--- src/rtl/down_counter_pkg.sv ---
// down_counter_pkg
//   Shared definitions for the down-counter timer and its subtractor.
//   - state_t  : two-state run/idle encoding, also used by the control FSMs
//                that consume this timer.
//   - is_zero  : width-generic zero compare. Narrower operands are
//                zero-extended at the call site, so the helper works for any
//                WIDTH up to 32.
package down_counter_pkg;

  typedef enum logic {
    ST_IDLE = 1'b0,
    ST_RUN  = 1'b1
  } state_t;

  localparam int unsigned MAX_WIDTH = 32;

  function automatic logic is_zero(input logic [MAX_WIDTH-1:0] v);
    return (v == '0);
  endfunction

endpackage

--- src/rtl/subtractor.sv ---
// subtractor
//   Combinational a - bin with borrow-out. This is the down-direction
//   counterpart of the datapath adder.
//   Ports:
//     a      : minuend, WIDTH bits
//     bin    : borrow-in (subtracted as a single LSB)
//     diff   : (a - bin) modulo 2^WIDTH
//     borrow : high when the subtraction underflows (a == 0 and bin == 1)
module subtractor #(
  parameter int WIDTH = 3
) (
  input  logic [WIDTH-1:0] a,
  input  logic             bin,
  output logic [WIDTH-1:0] diff,
  output logic             borrow
);

  logic [WIDTH:0] w_ext;

  // The extra MSB of the widened difference is the borrow-out.
  assign w_ext  = {1'b0, a} - {{WIDTH{1'b0}}, bin};
  assign diff   = w_ext[WIDTH-1:0];
  assign borrow = w_ext[WIDTH];

endmodule

--- src/rtl/down_counter_timer.sv ---
// down_counter_timer
//   Loadable, enable-gated down-counter used as a delay/timeout timer, with
//   optional auto-reload for periodic ticks.
//   Ports:
//     clk         : rising-edge clock
//     rst         : asynchronous active-low reset
//     start       : load `in` into count and reload register, begin a run
//                   (also restarts an active run)
//     stop        : synchronous abort; count holds, no done
//     en          : count enable
//     auto_reload : at terminal count reload and keep running
//     in          : load / reload value
//     count       : registered counter value
//     bo          : combinational borrow-out (RUN, en, count == 0)
//     busy        : high while in RUN
//     done        : one-cycle pulse following each terminal count
//     dbg_state   : current FSM state, for observation only
//
//   Handshake: a run loaded with N reaches its terminal cycle (bo high) on
//   the (N+1)th enabled RUN cycle; done is high during exactly the next
//   cycle. start outranks stop, which outranks counting.
module down_counter_timer
  import down_counter_pkg::*;
#(
  parameter int WIDTH = 3
) (
  input  logic             clk,
  input  logic             rst,
  input  logic             start,
  input  logic             stop,
  input  logic             en,
  input  logic             auto_reload,
  input  logic [WIDTH-1:0] in,
  output logic [WIDTH-1:0] count,
  output logic             bo,
  output logic             busy,
  output logic             done,
  output state_t           dbg_state
);

  state_t           r_state;
  logic [WIDTH-1:0] r_count;
  logic [WIDTH-1:0] r_reload;
  logic             r_done;

  logic [WIDTH-1:0] w_diff;
  logic             w_borrow;
  logic             w_terminal;

  subtractor #(.WIDTH(WIDTH)) u_sub (
    .a      (r_count),
    .bin    (en),
    .diff   (w_diff),
    .borrow (w_borrow)
  );

  // The subtractor only borrows when en is high and count is zero, which is
  // exactly the terminal condition while running.
  assign w_terminal = (r_state == ST_RUN) && w_borrow;

  always_ff @(posedge clk or negedge rst) begin
    if (!rst) begin
      r_state  <= ST_IDLE;
      r_count  <= '0;
      r_reload <= '0;
      r_done   <= 1'b0;
    end else begin
      r_done <= 1'b0;
      case (r_state)
        ST_IDLE: begin
          if (start) begin
            r_count  <= in;
            r_reload <= in;
            r_state  <= ST_RUN;
          end
        end
        ST_RUN: begin
          if (start) begin
            r_count  <= in;
            r_reload <= in;
          end else if (stop) begin
            r_state <= ST_IDLE;
          end else if (w_terminal) begin
            r_done <= 1'b1;
            if (auto_reload) begin
              r_count <= r_reload;
            end else begin
              // Count stays at zero rather than wrapping to all-ones.
              r_state <= ST_IDLE;
            end
          end else if (en) begin
            r_count <= w_diff;
          end
        end
        default: r_state <= ST_IDLE;
      endcase
    end
  end

  assign count     = r_count;
  assign bo        = w_terminal;
  assign busy      = (r_state == ST_RUN);
  assign done      = r_done;
  assign dbg_state = r_state;

endmodule

--- config.mk ---
export PLATFORM = sky130hd
export DESIGN_NAME = down_counter_timer
export DESIGN_NICKNAME = d
export VERILOG_FILES = /design/src/rtl/down_counter_pkg.sv /design/src/rtl/subtractor.sv /design/src/rtl/down_counter_timer.sv
export SDC_FILE = /design/constraint.sdc
export NUM_CORES = 1
export LEC_CHECK = 0
export BUFFER_PORTS_ARGS = -buffer_cell sky130_fd_sc_hd__buf_2
export CORE_AREA = 8 8 45 47
export DETAILED_ROUTE_END_ITERATION = 8
export DIE_AREA = 0 0 53 55
export GPL_TIMING_DRIVEN = 1
export PLACE_DENSITY = 0.69
export SLEW_MARGIN = 20
export SYNTH_ARGS = -nofsm -noshare
export SYNTH_HDL_FRONTEND = slang
export SYNTH_SLANG_ARGS = --single-unit
--- constraint.sdc ---
create_clock -name clk -period 2 [get_ports clk]
set_input_delay 0.3 -clock clk [delete_from_list [all_inputs] [get_ports clk]]
set_output_delay 0.3 -clock clk [all_outputs]
set_load 0.01 [all_outputs]
==> reports/metrics.cfg <==
[power_and_ir_drop]
finalPower_uw = 466
power_density_nw_per_um2 = 804
p_leak_nw = 0.287
vdd_ir_drop_max_mv = 0.240

[place]
dpl.cell_count = 72
dp_slack_ns = 0.188
io_buffer_count = 15
gp_congestion = 0.774
hpwl_um = 840

[layout]
drive_gt1_share_pct = 45.0
fillCellCount = 144
n_antenna_cell = 0
area_growth_pct = 28.3
final_nets = 73
stdcell_count = 76

[detailed_routing]
route.detailed.drc = 0
wl_um = 1060
routedWlPerCell_um = 13.9
routed_via_density = 5.30
dr.pass1.iters = 4
drt_iter0_drc = 9
ant_nets = 0
vias = 403

[setup_path]
cp_max_fo = 4
cpMaxStageDelayCell = or3b_4
worstSetupEndpointType = register
cp_data_required_time_ns = 2.14
cpPeakStageDelay_ns = 0.41
r2r_cells = 6
path_class = register to register
crit_path_start = count[0]
startpoint_type = register
worst_r2r_endpoint = count[1]
reg2reg_from = count[0]
path_delay_family = multiplexers
r2r_setup_slack_ns = 0.17
crit_buf_inv = 1
cp.arrival_ns = 1.96
crit_chain = inv_1 -> ha_1 -> or3b_4 -> mux2i_1 -> o21ba_2 -> mux2_2

[clock_network]
cts_resized = 0
htreeDepth = 1
clk_pin_slew_ns = 0.05
cts.sinks = 8
cts_buffers = 3
cts_root_buf = clkbuf_4
clk_latency_ns = 0.26
clockBufferDepth = 2
cts_tree = yes
postCtsSetupRepairBufs = 0

[run_status]
status = finished, final reports clean

[worst_hold_path]
hold_path.class = input pin to register
hold_end = done
worstHoldStart = stop
worstHoldPathCells = 2

[yosys]
netlist_area_um2 = 452
yosysUniqueCellTypes = 20
synthesis.nets = 52
ys.warnings.count = 0
yosys_register_bits = 8
synth-seq-area-share_pct = 44.3
syn-instance-count = 41
syn_area_per_cell_um2 = 11.0

[timing]
worst_slack_ns = 0.175
tightest_slew_ns = 0.326
hold_viol_final = 0
totalNegativeSetupSlack_ns = 0
clock_skew_ns = 0.00265
fmax_mhz = 548
period_share_pct = 91.3
slew_viol_final = 0
setup_viol = 0
rsz0062_at_grt = false
relSlewSlack_pct = 78.0
layout_min_cycle_time_ns = 1.83

[global_routing]
track_usage_pct = 8.69
overflow = 0
antenna_found_initial = 0
grt_pass1_vias = 395
grt_max_degree = 9
grt_pass1_wl_um = 1770

[floorplanning]
die_w_um = 53
io_pins = 16
initial_core_util_pct = 32.6
row_count = 14
die_y_um = 55
core_area_um2 = 1380
die-area_um2 = 2920

[job]
maxCapViolations = 0

## metal layers
metal | vias to the layer above | global-route usage, % | wire length [um]
met4 | 0 | 11.6 | 59
met3 | 5 | 2.67 | 141
met1 | 188 | 8.82 | 406
li1 | 185 | - | -
met5 | - | 0 | 0
met2 | 25 | 12.5 | 450
## registers in the layout, indices dropped and copies added, names as in the netlist
signal,count
busy,1
count,3
done,1
r_reload,3
## worst reg2reg max path, stage by stage, from the launching register on
cell,delay (ns)
dfrtp_1,0.39
inv_1,0.06
ha_1,0.17
or3b_4,0.41
mux2i_1,0.16
o21ba_2,0.17
mux2_2,0.34
## placed cells by master (no fill, tap or decap)
master	n
buf_2	15
and2_1	1
nand2b_1	1
nor3_1	1
ha_1	2
inv_1	2
clkbuf_4	3
nand2_1	3
xor2_1	1
o21bai_1	1
o21ba_2	1
nor3b_1	1
buf_4	1
dfrtp_1	8
dlygate4sd3_1	1
nor2_1	1
o311ai_0	2
mux2_2	6
nand3_1	5
mux2i_1	1
nor2b_1	1
or3b_4	1
or2b_1	1
## layout make-up
cell class | instances | area, um^2 | area share, %
repair buffers | 17 | 92.6 | 16.0
clock buffers | 3 | 22.5 | 3.89
multi-input cells | 30 | 236 | 40.8
inverters | 2 | 7.51 | 1.30
well taps | 16 | 20.0 | 3.46
flip-flops and latches | 8 | 200 | 34.6
## cell families after synthesis
group           count (synthesis)  synth area share, %
fa+ha+maj                       2                 5.54
compound gates                  4                 7.76
xor+xnor                        1                 1.94
mux                             7                 17.2
flops                           8                 44.3
buf+inv                         3                 3.33
simple gates                   16                 19.9
## what timing repair did
action,CTS,global route
endpoints found under the setup margin,0,0
hold buffers,1,0
hold endpoints to repair,8,0
## cells in the mapped netlist
cell      instances  area [um^2]
dfrtp_1           8          200
mux2_2            6         67.6
nand3_1           5         25.0
nand2_1           3         11.3
ha_1              2         25.0
inv_1             2         7.51
o311ai_0          2         17.5
and2_1            1         6.26
buf_4             1         7.51
mux2i_1           1         10.0
nand2b_1          1         6.26
nor2_1            1         3.75
nor2b_1           1         6.26
nor3_1            1         5.00
nor3b_1           1         7.51
o21ba_2           1         10.0
o21bai_1          1         7.51
or2b_1            1         7.51
or3b_4            1         11.3
xor2_1            1         8.76
## metrics by stage
step	area, um^2	hold WS [ns]	util, %
after floorplan	452	0.00441	-
after CTS	579	0.233	41.9
after global placement	547	0.155	39.5
after global routing	579	0.237	41.9
after detailed placement	547	0.157	39.5
final	579	0.233	41.9
## worst max-delay path by stage
stage               endpoint  slack (ns)  depth (start not counted)
global placement    count[1]        0.23                          6
finish              count[1]        0.17                          6
floorplan           count[0]        0.24                          6
CTS                 count[1]        0.17                          6
global route        count[1]        0.09                          6
detailed placement  count[1]        0.19                          6
## power breakdown
| part | switching, mW | internal (mW) |
|---|---|---|
| Sequential | 0.0214 | 0.185 |
| Clock | 0.0564 | 0.0688 |
| Combinational | 0.0640 | 0.0703 |
No activity file was read; power rests on OpenSTA's default activity.
